### config.mk
export PLATFORM = sky130hd
export DESIGN_NAME = fifo_sc_ext_flat
export DESIGN_NICKNAME = d
export VERILOG_FILES = /design/src/rtl/fifo_sc_ext_pkg.sv /design/src/rtl/fifo_sc_ext_if.sv /design/src/rtl/fifo_sc_ext_sdp_ram.sv /design/src/rtl/fifo_sc_ext.sv /design/src/flat_wrapper.sv
export SDC_FILE = /design/constraint.sdc
export NUM_CORES = 2
export LEC_CHECK = 0
export CAP_MARGIN = 40
export CORE_ASPECT_RATIO = 1.5
export CORE_UTILIZATION = 35
export DETAILED_ROUTE_END_ITERATION = 10
export HOLD_SLACK_MARGIN = 0.05
export PLACE_DENSITY = 0.52
export SLEW_MARGIN = 15
export SYNTH_ARGS = -nofsm -noshare
export SYNTH_HDL_FRONTEND = slang
export SYNTH_SLANG_ARGS = --single-unit
### constraint.sdc
create_clock -name clock -period 6 [get_ports clock]
set_input_delay 1.2 -clock clock [delete_from_list [all_inputs] [get_ports clock]]
set_output_delay 1.2 -clock clock [all_outputs]
set_load 0.1 [all_outputs]
### src/rtl/fifo_sc_ext_pkg.sv
// -----------------------------------------------------------------------------
// fifo_pkg
// Shared definitions for the buffer FIFOs between the USB endpoint logic and
// the UART engines.
//   - FIFO_MODE_NORMAL / FIFO_MODE_SHOWAHEAD : read-mode selector values
//   - FIFO_AEMPTY_DEFAULT                    : default almost-empty level
//   - FIFO_AFULL_MARGIN                      : default almost-full distance
//                                              below DEPTH
//   - fifo_clog2()                           : ceil(log2(value)) for sizing
// -----------------------------------------------------------------------------
package fifo_pkg;

   typedef enum int {
      FIFO_MODE_NORMAL    = 0,
      FIFO_MODE_SHOWAHEAD = 1
   } fifo_mode_e;

   localparam int FIFO_AEMPTY_DEFAULT = 4;
   localparam int FIFO_AFULL_MARGIN   = 4;

   function automatic int fifo_clog2(input int value);
      int result;
      int v;
      result = 0;
      v      = value - 1;
      for (int i = 0; i < 32; i++) begin
         if (v > 0) begin
            result = result + 1;
            v      = v >> 1;
         end
      end
      return result;
   endfunction

endpackage

### src/rtl/fifo_sc_ext_if.sv
// -----------------------------------------------------------------------------
// fifo_sc_ext_if
// Handshake and status bundle of the single-clock FIFO.
//   master : producer/consumer side (drives data, wrreq, rdreq, clr_err)
//   slave  : FIFO side (drives q, flags, usedw, error flags)
// -----------------------------------------------------------------------------
interface fifo_sc_ext_if #(
   parameter int DATA_WIDTH = 8,
   parameter int ADDR_WIDTH = 8
);
   logic [DATA_WIDTH-1:0] data;
   logic                  wrreq;
   logic                  rdreq;
   logic                  clr_err;
   logic [DATA_WIDTH-1:0] q;
   logic                  empty;
   logic                  full;
   logic                  almost_empty;
   logic                  almost_full;
   logic [ADDR_WIDTH:0]   usedw;
   logic                  overflow;
   logic                  underflow;

   modport master (
      output data, wrreq, rdreq, clr_err,
      input  q, empty, full, almost_empty, almost_full, usedw, overflow, underflow
   );

   modport slave (
      input  data, wrreq, rdreq, clr_err,
      output q, empty, full, almost_empty, almost_full, usedw, overflow, underflow
   );
endinterface

### src/rtl/fifo_sc_ext_sdp_ram.sv
// -----------------------------------------------------------------------------
// fifo_sdp_ram
// Simple dual-port RAM, DEPTH x DATA_WIDTH, synchronous write, registered read,
// no reset (contents survive a FIFO reset).
//   clk        : clock
//   i_wr_en    : write enable
//   i_wr_addr  : write address
//   i_wr_data  : write data
//   i_rd_addr  : read address, sampled every edge
//   o_rd_data  : registered read data (old contents on same-address write)
// -----------------------------------------------------------------------------
module fifo_sdp_ram
   import fifo_pkg::*;
#(
   parameter  int DATA_WIDTH = 8,
   parameter  int DEPTH      = 256,
   localparam int AW         = fifo_clog2(DEPTH)
) (
   input  logic                  clk,
   input  logic                  i_wr_en,
   input  logic [AW-1:0]         i_wr_addr,
   input  logic [DATA_WIDTH-1:0] i_wr_data,
   input  logic [AW-1:0]         i_rd_addr,
   output logic [DATA_WIDTH-1:0] o_rd_data
);
   logic [DATA_WIDTH-1:0] r_mem [DEPTH];
   logic [DATA_WIDTH-1:0] r_rd_data;

   always_ff @(posedge clk) begin
      if (i_wr_en) begin
         r_mem[i_wr_addr] <= i_wr_data;
      end
      r_rd_data <= r_mem[i_rd_addr];
   end

   assign o_rd_data = r_rd_data;
endmodule

### src/rtl/fifo_sc_ext.sv
// -----------------------------------------------------------------------------
// fifo_sc_ext
// Single-clock FIFO with normal or show-ahead (FWFT) read mode, programmable
// almost flags, full-range occupancy count, pass-through when full and sticky
// overflow/underflow flags.
//   clock   : single clock, rising edge
//   sclr_n  : synchronous active-low reset
//   bus     : fifo_sc_ext_if.slave (data/wrreq/rdreq/clr_err in;
//             q/empty/full/almost_empty/almost_full/usedw/overflow/underflow out)
// -----------------------------------------------------------------------------
module fifo_sc_ext
   import fifo_pkg::*;
#(
   parameter int DATA_WIDTH    = 8,
   parameter int ADDR_WIDTH    = 8,
   parameter int SHOWAHEAD     = FIFO_MODE_NORMAL,
   parameter int AFULL_THRESH  = (2 ** ADDR_WIDTH) - FIFO_AFULL_MARGIN,
   parameter int AEMPTY_THRESH = FIFO_AEMPTY_DEFAULT
) (
   input  logic         clock,
   input  logic         sclr_n,
   fifo_sc_ext_if.slave bus
);
   localparam int DEPTH = 2 ** ADDR_WIDTH;
   localparam int UW    = ADDR_WIDTH + 1;

   localparam logic [UW-1:0] C_DEPTH  = UW'(DEPTH);
   localparam logic [UW-1:0] C_AFULL  = UW'(AFULL_THRESH);
   localparam logic [UW-1:0] C_AEMPTY = UW'(AEMPTY_THRESH);
   localparam logic [UW-1:0] C_ONE    = UW'(1);

   generate
      if (!(AEMPTY_THRESH >= 0 && AEMPTY_THRESH < AFULL_THRESH && AFULL_THRESH <= DEPTH)) begin : g_bad_thresh
         $error("fifo_sc_ext: thresholds must satisfy 0 <= AEMPTY_THRESH < AFULL_THRESH <= DEPTH");
      end
      if (SHOWAHEAD != FIFO_MODE_NORMAL && SHOWAHEAD != FIFO_MODE_SHOWAHEAD) begin : g_bad_mode
         $error("fifo_sc_ext: SHOWAHEAD must be 0 or 1");
      end
   endgenerate

   logic [ADDR_WIDTH-1:0] r_wr_ptr;
   logic [ADDR_WIDTH-1:0] r_rd_ptr;
   logic [ADDR_WIDTH-1:0] w_rd_addr;
   logic [UW-1:0]         r_usedw;
   logic [UW-1:0]         w_usedw_next;
   logic [DATA_WIDTH-1:0] r_q;
   logic [DATA_WIDTH-1:0] r_fwd_data;
   logic [DATA_WIDTH-1:0] w_ram_q;
   logic [DATA_WIDTH-1:0] w_mem_head;
   logic                  r_fwd_hit;
   logic                  r_overflow;
   logic                  r_underflow;
   logic                  w_empty;
   logic                  w_full;
   logic                  w_rd_ok;
   logic                  w_wr_ok;
   logic                  w_mem_we;
   logic                  w_mem_re;
   logic                  w_ram_we;
   logic                  w_q_load;
   logic                  w_q_from_data;

   // Flags come only from the registered count.
   assign w_empty = (r_usedw == '0);
   assign w_full  = (r_usedw == C_DEPTH);

   assign w_rd_ok = bus.rdreq & ~w_empty;
   assign w_wr_ok = bus.wrreq & (~w_full | w_rd_ok);

   always_comb begin
      w_usedw_next = r_usedw;
      if (w_wr_ok && !w_rd_ok) begin
         w_usedw_next = r_usedw + C_ONE;
      end else if (!w_wr_ok && w_rd_ok) begin
         w_usedw_next = r_usedw - C_ONE;
      end
   end

   generate
      if (SHOWAHEAD == FIFO_MODE_SHOWAHEAD) begin : g_fwft
         // The output register holds the head word, so the RAM only stores
         // the words behind it. A write lands directly in q when the FIFO is
         // empty, or when the single stored word is popped in the same cycle.
         logic w_bypass;
         assign w_bypass      = w_wr_ok & (w_empty | ((r_usedw == C_ONE) & w_rd_ok));
         assign w_mem_we      = w_wr_ok & ~w_bypass;
         assign w_mem_re      = w_rd_ok & (r_usedw != C_ONE);
         assign w_q_load      = w_bypass | w_mem_re;
         assign w_q_from_data = w_bypass;
      end else begin : g_normal
         assign w_mem_we      = w_wr_ok;
         assign w_mem_re      = w_rd_ok;
         assign w_q_load      = w_rd_ok;
         assign w_q_from_data = 1'b0;
      end
   endgenerate

   // The RAM continuously prefetches the word at the read pointer as it will
   // be after this edge, so the current head is available without waiting for
   // a RAM read cycle.
   assign w_rd_addr = sclr_n ? (r_rd_ptr + ADDR_WIDTH'(w_mem_re)) : '0;
   assign w_ram_we  = sclr_n & w_mem_we;

   // A write landing on the address being prefetched in the same edge would
   // leave the RAM output stale for one cycle; the captured write data covers it.
   assign w_mem_head = r_fwd_hit ? r_fwd_data : w_ram_q;

   fifo_sdp_ram #(
      .DATA_WIDTH (DATA_WIDTH),
      .DEPTH      (DEPTH)
   ) u_ram (
      .clk        (clock),
      .i_wr_en    (w_ram_we),
      .i_wr_addr  (r_wr_ptr),
      .i_wr_data  (bus.data),
      .i_rd_addr  (w_rd_addr),
      .o_rd_data  (w_ram_q)
   );

   always_ff @(posedge clock) begin
      if (!sclr_n) begin
         r_wr_ptr    <= '0;
         r_rd_ptr    <= '0;
         r_usedw     <= '0;
         r_q         <= '0;
         r_fwd_hit   <= 1'b0;
         r_fwd_data  <= '0;
         r_overflow  <= 1'b0;
         r_underflow <= 1'b0;
      end else begin
         if (w_mem_we) begin
            r_wr_ptr <= r_wr_ptr + ADDR_WIDTH'(1);
         end
         if (w_mem_re) begin
            r_rd_ptr <= r_rd_ptr + ADDR_WIDTH'(1);
         end
         r_usedw <= w_usedw_next;
         if (w_q_load) begin
            r_q <= w_q_from_data ? bus.data : w_mem_head;
         end
         r_fwd_hit  <= w_ram_we & (r_wr_ptr == w_rd_addr);
         r_fwd_data <= bus.data;
         // A new error event wins over a coincident clear.
         r_overflow  <= (bus.wrreq & w_full & ~w_rd_ok) | (r_overflow & ~bus.clr_err);
         r_underflow <= (bus.rdreq & w_empty) | (r_underflow & ~bus.clr_err);
      end
   end

   assign bus.q            = r_q;
   assign bus.usedw        = r_usedw;
   assign bus.empty        = w_empty;
   assign bus.full         = w_full;
   assign bus.almost_empty = (r_usedw <= C_AEMPTY);
   assign bus.almost_full  = (r_usedw >= C_AFULL);
   assign bus.overflow     = r_overflow;
   assign bus.underflow    = r_underflow;
endmodule

### src/flat_wrapper.sv
// flat-port wrapper written by rule: the top's interface ports become plain ports
module fifo_sc_ext_flat import fifo_pkg::*;
#(
   parameter int DATA_WIDTH    = 8,
   parameter int ADDR_WIDTH    = 8,
   parameter int SHOWAHEAD     = FIFO_MODE_NORMAL,
   parameter int AFULL_THRESH  = (2 ** ADDR_WIDTH) - FIFO_AFULL_MARGIN,
   parameter int AEMPTY_THRESH = FIFO_AEMPTY_DEFAULT
)
  (clock, sclr_n, bus_data, bus_wrreq, bus_rdreq, bus_clr_err, bus_q, bus_empty, bus_full, bus_almost_empty, bus_almost_full, bus_usedw, bus_overflow, bus_underflow);
  fifo_sc_ext_if #(.DATA_WIDTH(DATA_WIDTH), .ADDR_WIDTH(ADDR_WIDTH)) bus_i ();
  input  logic clock;
  input  logic sclr_n;
  input wire logic [$bits(bus_i.data)-1:0] bus_data;
  input wire logic [$bits(bus_i.wrreq)-1:0] bus_wrreq;
  input wire logic [$bits(bus_i.rdreq)-1:0] bus_rdreq;
  input wire logic [$bits(bus_i.clr_err)-1:0] bus_clr_err;
  output wire logic [$bits(bus_i.q)-1:0] bus_q;
  output wire logic [$bits(bus_i.empty)-1:0] bus_empty;
  output wire logic [$bits(bus_i.full)-1:0] bus_full;
  output wire logic [$bits(bus_i.almost_empty)-1:0] bus_almost_empty;
  output wire logic [$bits(bus_i.almost_full)-1:0] bus_almost_full;
  output wire logic [$bits(bus_i.usedw)-1:0] bus_usedw;
  output wire logic [$bits(bus_i.overflow)-1:0] bus_overflow;
  output wire logic [$bits(bus_i.underflow)-1:0] bus_underflow;
  assign bus_i.data = bus_data;
  assign bus_i.wrreq = bus_wrreq;
  assign bus_i.rdreq = bus_rdreq;
  assign bus_i.clr_err = bus_clr_err;
  assign bus_q = bus_i.q;
  assign bus_empty = bus_i.empty;
  assign bus_full = bus_i.full;
  assign bus_almost_empty = bus_i.almost_empty;
  assign bus_almost_full = bus_i.almost_full;
  assign bus_usedw = bus_i.usedw;
  assign bus_overflow = bus_i.overflow;
  assign bus_underflow = bus_i.underflow;
  fifo_sc_ext #(.DATA_WIDTH(DATA_WIDTH), .ADDR_WIDTH(ADDR_WIDTH), .SHOWAHEAD(SHOWAHEAD), .AFULL_THRESH(AFULL_THRESH), .AEMPTY_THRESH(AEMPTY_THRESH)) u_core (.clock(clock), .sclr_n(sclr_n), .bus(bus_i));
endmodule
Word-level counts from Yosys, hierarchy flattened
Memory sizes are Yosys's and may differ from the RTL's. A register that Yosys moved wholly into a read port is not among the register bits. Index checks and enable logic that the tools add are counted.

Bitwise operators: 16. Magnitude comparators: 2. Reductions and logical operators: 6. Add/sub/neg operators: 5. Equality and inequality tests: 2. Muxes and demuxes: 6.

Operators by type and width (number): 9-bit 2-to-1 mux (2); 8-bit by 1-bit adder with 8-bit output (second input constant) (2); 8-bit 2-to-1 mux (2); 9-bit by 1-bit adder with 9-bit output (second input constant) (1); 1-bit AND (9); 9-bit equality test (second input constant) (1); 9-bit by 8-bit greater-or-equal comparator with 1-bit output (second input constant) (1); 9-bit by 3-bit less-or-equal comparator with 1-bit output (second input constant) (1); 9-bit zero test (1); 9-bit by 1-bit subtractor with 9-bit output (second input constant) (1); 8-bit by 1-bit adder with 8-bit output (1); 8-bit equality test (1); 1-bit inverter (4); 1-bit bitwise OR (3); 1-bit logical AND (2); 1-bit zero test (2); 1-bit 2-to-1 mux (2); 2-bit nonzero test (1).

RAM bits: 2048. Output and inout bits: 23. Bits in registers: 44. Memories kept: 1. Input bits: 13.

Memories: u_core.u_ram.r_mem (words 256, bits a word 8, read ports 1, clocked after memory_dff 1, wr ports 1, RTL line fifo_sc_ext_sdp_ram.sv:26) `logic [DATA_WIDTH-1:0] r_mem [DEPTH];`.

Logic depth before layout (Yosys ltp)
Depth in word-level cells: 9. Mapped depth: 21. Gate-level depth less buffers: 15.

Modules after synthesis
A second synthesis with hierarchy kept.

Cell total of the unflattened synthesis: 4019. Area, all modules: 82116.3 µm².

By module, submodules not included: fifo_sdp_ram (area an instance 79556.3 µm², times used 1, seq. area each 61659.1 µm², cells an instance 3733); fifo_sc_ext (area an instance 2560.0 µm², times used 1, seq. area each 880.8 µm², cells an instance 286).

Least setup slack after synthesis
No wires, ideal clock.

Path type: reg2reg. Start: reg u_core.r_usedw[4] (netlist: u_core.bus.usedw[4]). End: reg u_core.u_ram.r_rd_data[6] (netlist: u_core.u_ram.o_rd_data[6]) (read register of u_core.u_ram.r_mem). Arrival: 8.094 ns. Period minus slack after synthesis: 8.228 ns. Required time: 5.866 ns. Stages on the path, launching flop included: 17. Path slack: -2.228 ns. Cell sequence: dfxtp_1 or4_1 nor4_1 nor2_1 clkbuf_1 ha_1 ha_1 xor2_2 and2_1 buf_2 buf_6 buf_4 mux4_2 a22oi_1 a21oi_1 or4_1 or4_1.

Longest elaborated chain between the ends: 5.

RTL lines: start, declared (RTL line fifo_sc_ext.sv:44) `logic [UW-1:0] r_usedw;`; start signal, assigned (RTL line fifo_sc_ext.sv:137) `r_usedw <= w_usedw_next;`; 9-bit zero test (RTL line fifo_sc_ext.sv:64) `assign w_empty = (r_usedw == '0);`; net bus_empty (RTL line flat_wrapper.sv:19) `output wire logic [$bits(bus_i.empty)-1:0] bus_empty;`; 1-bit inverter (RTL line fifo_sc_ext.sv:67) `assign w_rd_ok = bus.rdreq & ~w_empty;`; 1-bit AND (RTL line fifo_sc_ext.sv:67); 8-bit by 1-bit adder with 8-bit output (RTL line fifo_sc_ext.sv:101) `assign w_rd_addr = sclr_n ? (r_rd_ptr + ADDR_WIDTH'(w_mem_re)) : '0;`; 8-bit 2-to-1 mux (RTL line fifo_sc_ext.sv:101); end, declared (RTL line fifo_sc_ext_sdp_ram.sv:27) `logic [DATA_WIDTH-1:0] r_rd_data;`.

The timed path passes the listed nets, and every way through them passes these cells. A chain may end at the register's enable or synchronous reset.

Worst setup path after layout
Start: reg u_core.r_usedw[4] (netlist: u_core.bus.usedw[4]). End: reg u_core.u_ram.r_rd_data[5] (netlist: u_core.u_ram.o_rd_data[5]) (read register of u_core.u_ram.r_mem).

Longest elaborated chain between the ends: 5.

RTL lines (RTL line): 9-bit zero test (fifo_sc_ext.sv:64); 1-bit inverter (fifo_sc_ext.sv:67); 1-bit AND (fifo_sc_ext.sv:67); 8-bit by 1-bit adder with 8-bit output (fifo_sc_ext.sv:101); 8-bit 2-to-1 mux (fifo_sc_ext.sv:101).

No other way between the ends.

==> impl_metrics.tcl <==
set metrics [dict create \
    status "complete, but fails checks" \
    violations "DRC" \
    synth_cell_types 65 \
    path_max_fanout 22 \
    gp_congestion 0.8731 \
    max_freq_mhz 186.1 \
    register_area_sq_mm 0.06254 \
    vias_per_cell 5.471 \
    io_pins 36 \
    setup_viol 0 \
    place_inst 7663 \
    ys_seq_area_share_pct 76.45 \
    power_frac_seq_pct 45.6 \
    reg2reg_depth 16 \
    synth_edf_count 2048 \
    crit_chain "or4_1 > nor4_4 > nor2_2 > ha_4 > ha_1 > xor2_4 > and2_4 > buf_12 > buf_12 > mux4_2 > a22o_1 > a221o_1 > o21ai_0 > buf_4 > nand4_1 > or4_1" \
    whs_ps 502.7 \
    wl_per_cell_microns 28.49 \
    met3_length_mm 11.00 \
    grt_pass1_wl_mm 329.1 \
    rsz0062_at_grt "false" \
    clock_skew_ps 43.88 \
    yosysTopAreaCell "edfxtp_1" \
    slowest_delay_ps 670 \
    critical_path_buf_inv_count 3 \
    fillers 20780 \
    crit_path_top_delay_cell "or4_1" \
    rrSetupSlack_ps 630 \
    sw_frac_of_total_pct 28.07 \
    antenna_found_initial 10 \
    internal_power_mw 25.71 \
    cts-resized-gates 0 \
    core_sq_mm 0.2327 \
    synthArstFlopShare_pct 0 \
    r2r-start "u_core.bus.usedw[4]" \
    crit_required_ps 6700 \
    cts-root-buf "clkbuf_16" \
    slew_headroom_pct 11.51 \
    worstSetupPathType "register to register" \
    die_h_microns 594.1 \
    start_util_pct 35.16 \
    synth_fp_nets 4556 \
    htree_levels 4 \
    top_layer "met4" \
    power_switching_mw 10.03 \
    ys_warn_count 0 \
    powerDensity_mw_per_mm2 378.4 \
    worstHoldPathCells 1 \
    drc 8 \
    worstReg2RegEnd "u_core.u_ram.o_rd_data[5]" \
    synthMostInstantiatedCell "edfxtp_1" \
    drt-pass1-iter-count 11 \
    crit_family "simple AND/OR/NAND/NOR gates" \
    hold_violations 0 \
    period_share_pct 89.57 \
    ys.flop_type "edfxtp_1" \
    postCtsHoldBufs 0 \
    dr_wl_met2_mm 121.9 \
    drt_iter0_markers 4247 \
    cts.reportedPaths.clkPinSlew_ps 60 \
    worst_pin_slew_ps 1327 \
    overflow 0 \
    io_buffer_count 35 \
    comb_power_share_pct 20.3 \
    grt_max_degree 145 \
    nets 4834 \
    core.rowCount 217 \
    worstHoldStart "u_core.bus.q[7]" \
    vias 43890 \
    cts_made_buffers 195 \
    drt_wl_total_mm 228.6 \
    pwr-share-clk_pct 34.2 \
    clockBufferDepth 4 \
    worstSkewPairLatency_ps 850 \
    syn_inst 4526 \
    m1WireLength_mm 86.78 \
    netlist.area_leader.share_pct 75.17 \
    p_leak_nw 29.09 \
    drv_slew 0 \
    die_w_microns 396.7 \
    postSynthAreaPerCell_sq_um 18.08 \
    multi_input_area_sq_mm 0.01802 \
    area_growth_pct 15.47 \
    cts_sinks 2100 \
    instances_no_fill 8023 \
    netlist_top_cells_count "edfxtp_1 (2048), nor2_1 (375), mux4_2 (330)" \
    ant_nets 0 \
    drv_cap 0 \
    finalPower_mw 35.74 \
    endpoint_kind "register" \
    synth_seq_cells 2100 \
    die-area_sq_mm 0.2357 \
    synth.top_cells.by_area "edfxtp_1 (75%), mux4_2 (9.1%), o221ai_1 (2.3%), nor2_1 (1.7%), dfxtp_1 (1.3%)" \
    crit_arrival_ps 6080 \
    track_usage_pct 19.19 \
    ir_drop_mv 0.3711 \
    worst_setup_path_start_kind "register" \
    worstHoldEndpoint "u_core.bus.q[7]" \
    drive_gt1_share_pct 20.44 \
    fin_crit_ps 5374 \
    synth_area_sq_mm 0.08181 \
    first_global_vias 45210 \
    min_path_type "register to register" \
    post_cts_buffers 0 \
    cts_tree "done" \
    hpwl_mm 142.8 \
]
-- metrics by stage --
stage          utilization, %  setup slack [ps]  cell area, sq um  TNS (ps)
4_1_cts                 40.55             572.6             94360         0
3_3_place_gp            37.55            -166.1             87380    -261.8
5_1_grt                 40.60             436.2             94460         0
3_5_place_dp            37.93            -172.0             88260    -227.4
6_report                40.60             625.5             94460         0
2_1_floorplan               -            -16.72             81830    -16.72
-- sequential cells by signal (all words and copies together) (netlist names), 8 cells and up --
name,flops
u_core.r_fwd_data,8
u_core.u_ram.r_mem,2048
u_core.bus.usedw,9
u_core.r_rd_ptr,8
u_core.bus.q,8
u_core.u_ram.o_rd_data,8
u_core.r_wr_ptr,8
-- power by group through the flow --
| stage | sequential, mW | clock (mW) | combinational [mW] |
|---|---|---|---|
| global placement | 16.6 | 0 | 7.08 |
| floorplan | 16.9 | 0 | 4.16 |
| finish | 16.3 | 12.2 | 7.25 |
| detailed placement | 16.6 | 0 | 7.35 |
| CTS | 16.3 | 12.4 | 7.37 |
| global route | 16.3 | 12.9 | 7.69 |
-- how the worst max path moves through the flow --
stage | start | end | slack (ps) | cells past startpoint
after global placement | bus_rdreq | u_core.u_ram.o_rd_data[5] | -170 | 16
after global routing | u_core.bus.usedw[4] | u_core.u_ram.o_rd_data[5] | 440 | 16
final | u_core.bus.usedw[4] | u_core.u_ram.o_rd_data[5] | 630 | 16
after detailed placement | bus_rdreq | u_core.u_ram.o_rd_data[5] | -170 | 16
after floorplan | u_core.bus.usedw[6] | u_core.u_ram.o_rd_data[6] | -20 | 16
after CTS | u_core.bus.usedw[4] | u_core.u_ram.o_rd_data[5] | 570 | 16
-- area by class of cell --
type	count	area share, %
Sequential cell	2100	66.21
Multi-Input combinational cell	2093	19.08
Clock buffer	235	5.392
Timing Repair Buffer	393	4.099
Tap cell	3066	4.061
Clock inverter	114	1.072
Inverter	21	0.08345
Antenna cell	1	0.002649
-- cell usage in the layout (no fill, tap or decap), drive strengths merged, types with 78 or more instances in the layout --
cell type / n
nand2: 275
clkbuf: 235
o21ai: 95
nand3: 93
buf: 367
clkinv: 83
o221ai: 214
a22oi: 78
mux4: 330
edfxtp: 2048
nor2: 375
-- per-layer routing --
| metal | track usage (%) | vias up |
|---|---|---|
| met2 | 34.74 | 1424 |
| met5 | 0 | - |
| met3 | 1.916 | 374 |
| li1 | - | 19050 |
| met4 | 7.218 | 0 |
| met1 | 23.44 | 23050 |
-- worst register-to-register path, stage by stage (launching register included) --
cell and delay, ps:
dfxtp_2 340, or4_1 670, nor4_4 260, nor2_2 150, ha_4 210, ha_1 290
xor2_4 200, and2_4 320, buf_12 220, buf_12 250, mux4_2 560, a22o_1 200
a221o_1 250, o21ai_0 470, buf_4 220, nand4_1 90, or4_1 560
-- kinds of logic (layout without fill, tap and decap cells) --
group                      after synthesis  count (layout)  synth area share (%)
DFF                                   2100            2100                 76.45
and+or+nand+nor                        932             932                 5.015
AOI/OAI and AO/OA                      757             757                 6.720
muxes                                  353             353                 9.371
buffers and inverters                  333             763                 1.805
xor gates and xnor gates                34              34                0.3732
adders and majority gates               17              17                0.2692
other                                    0               1                     0
Power figures use the tool's default switching activity.
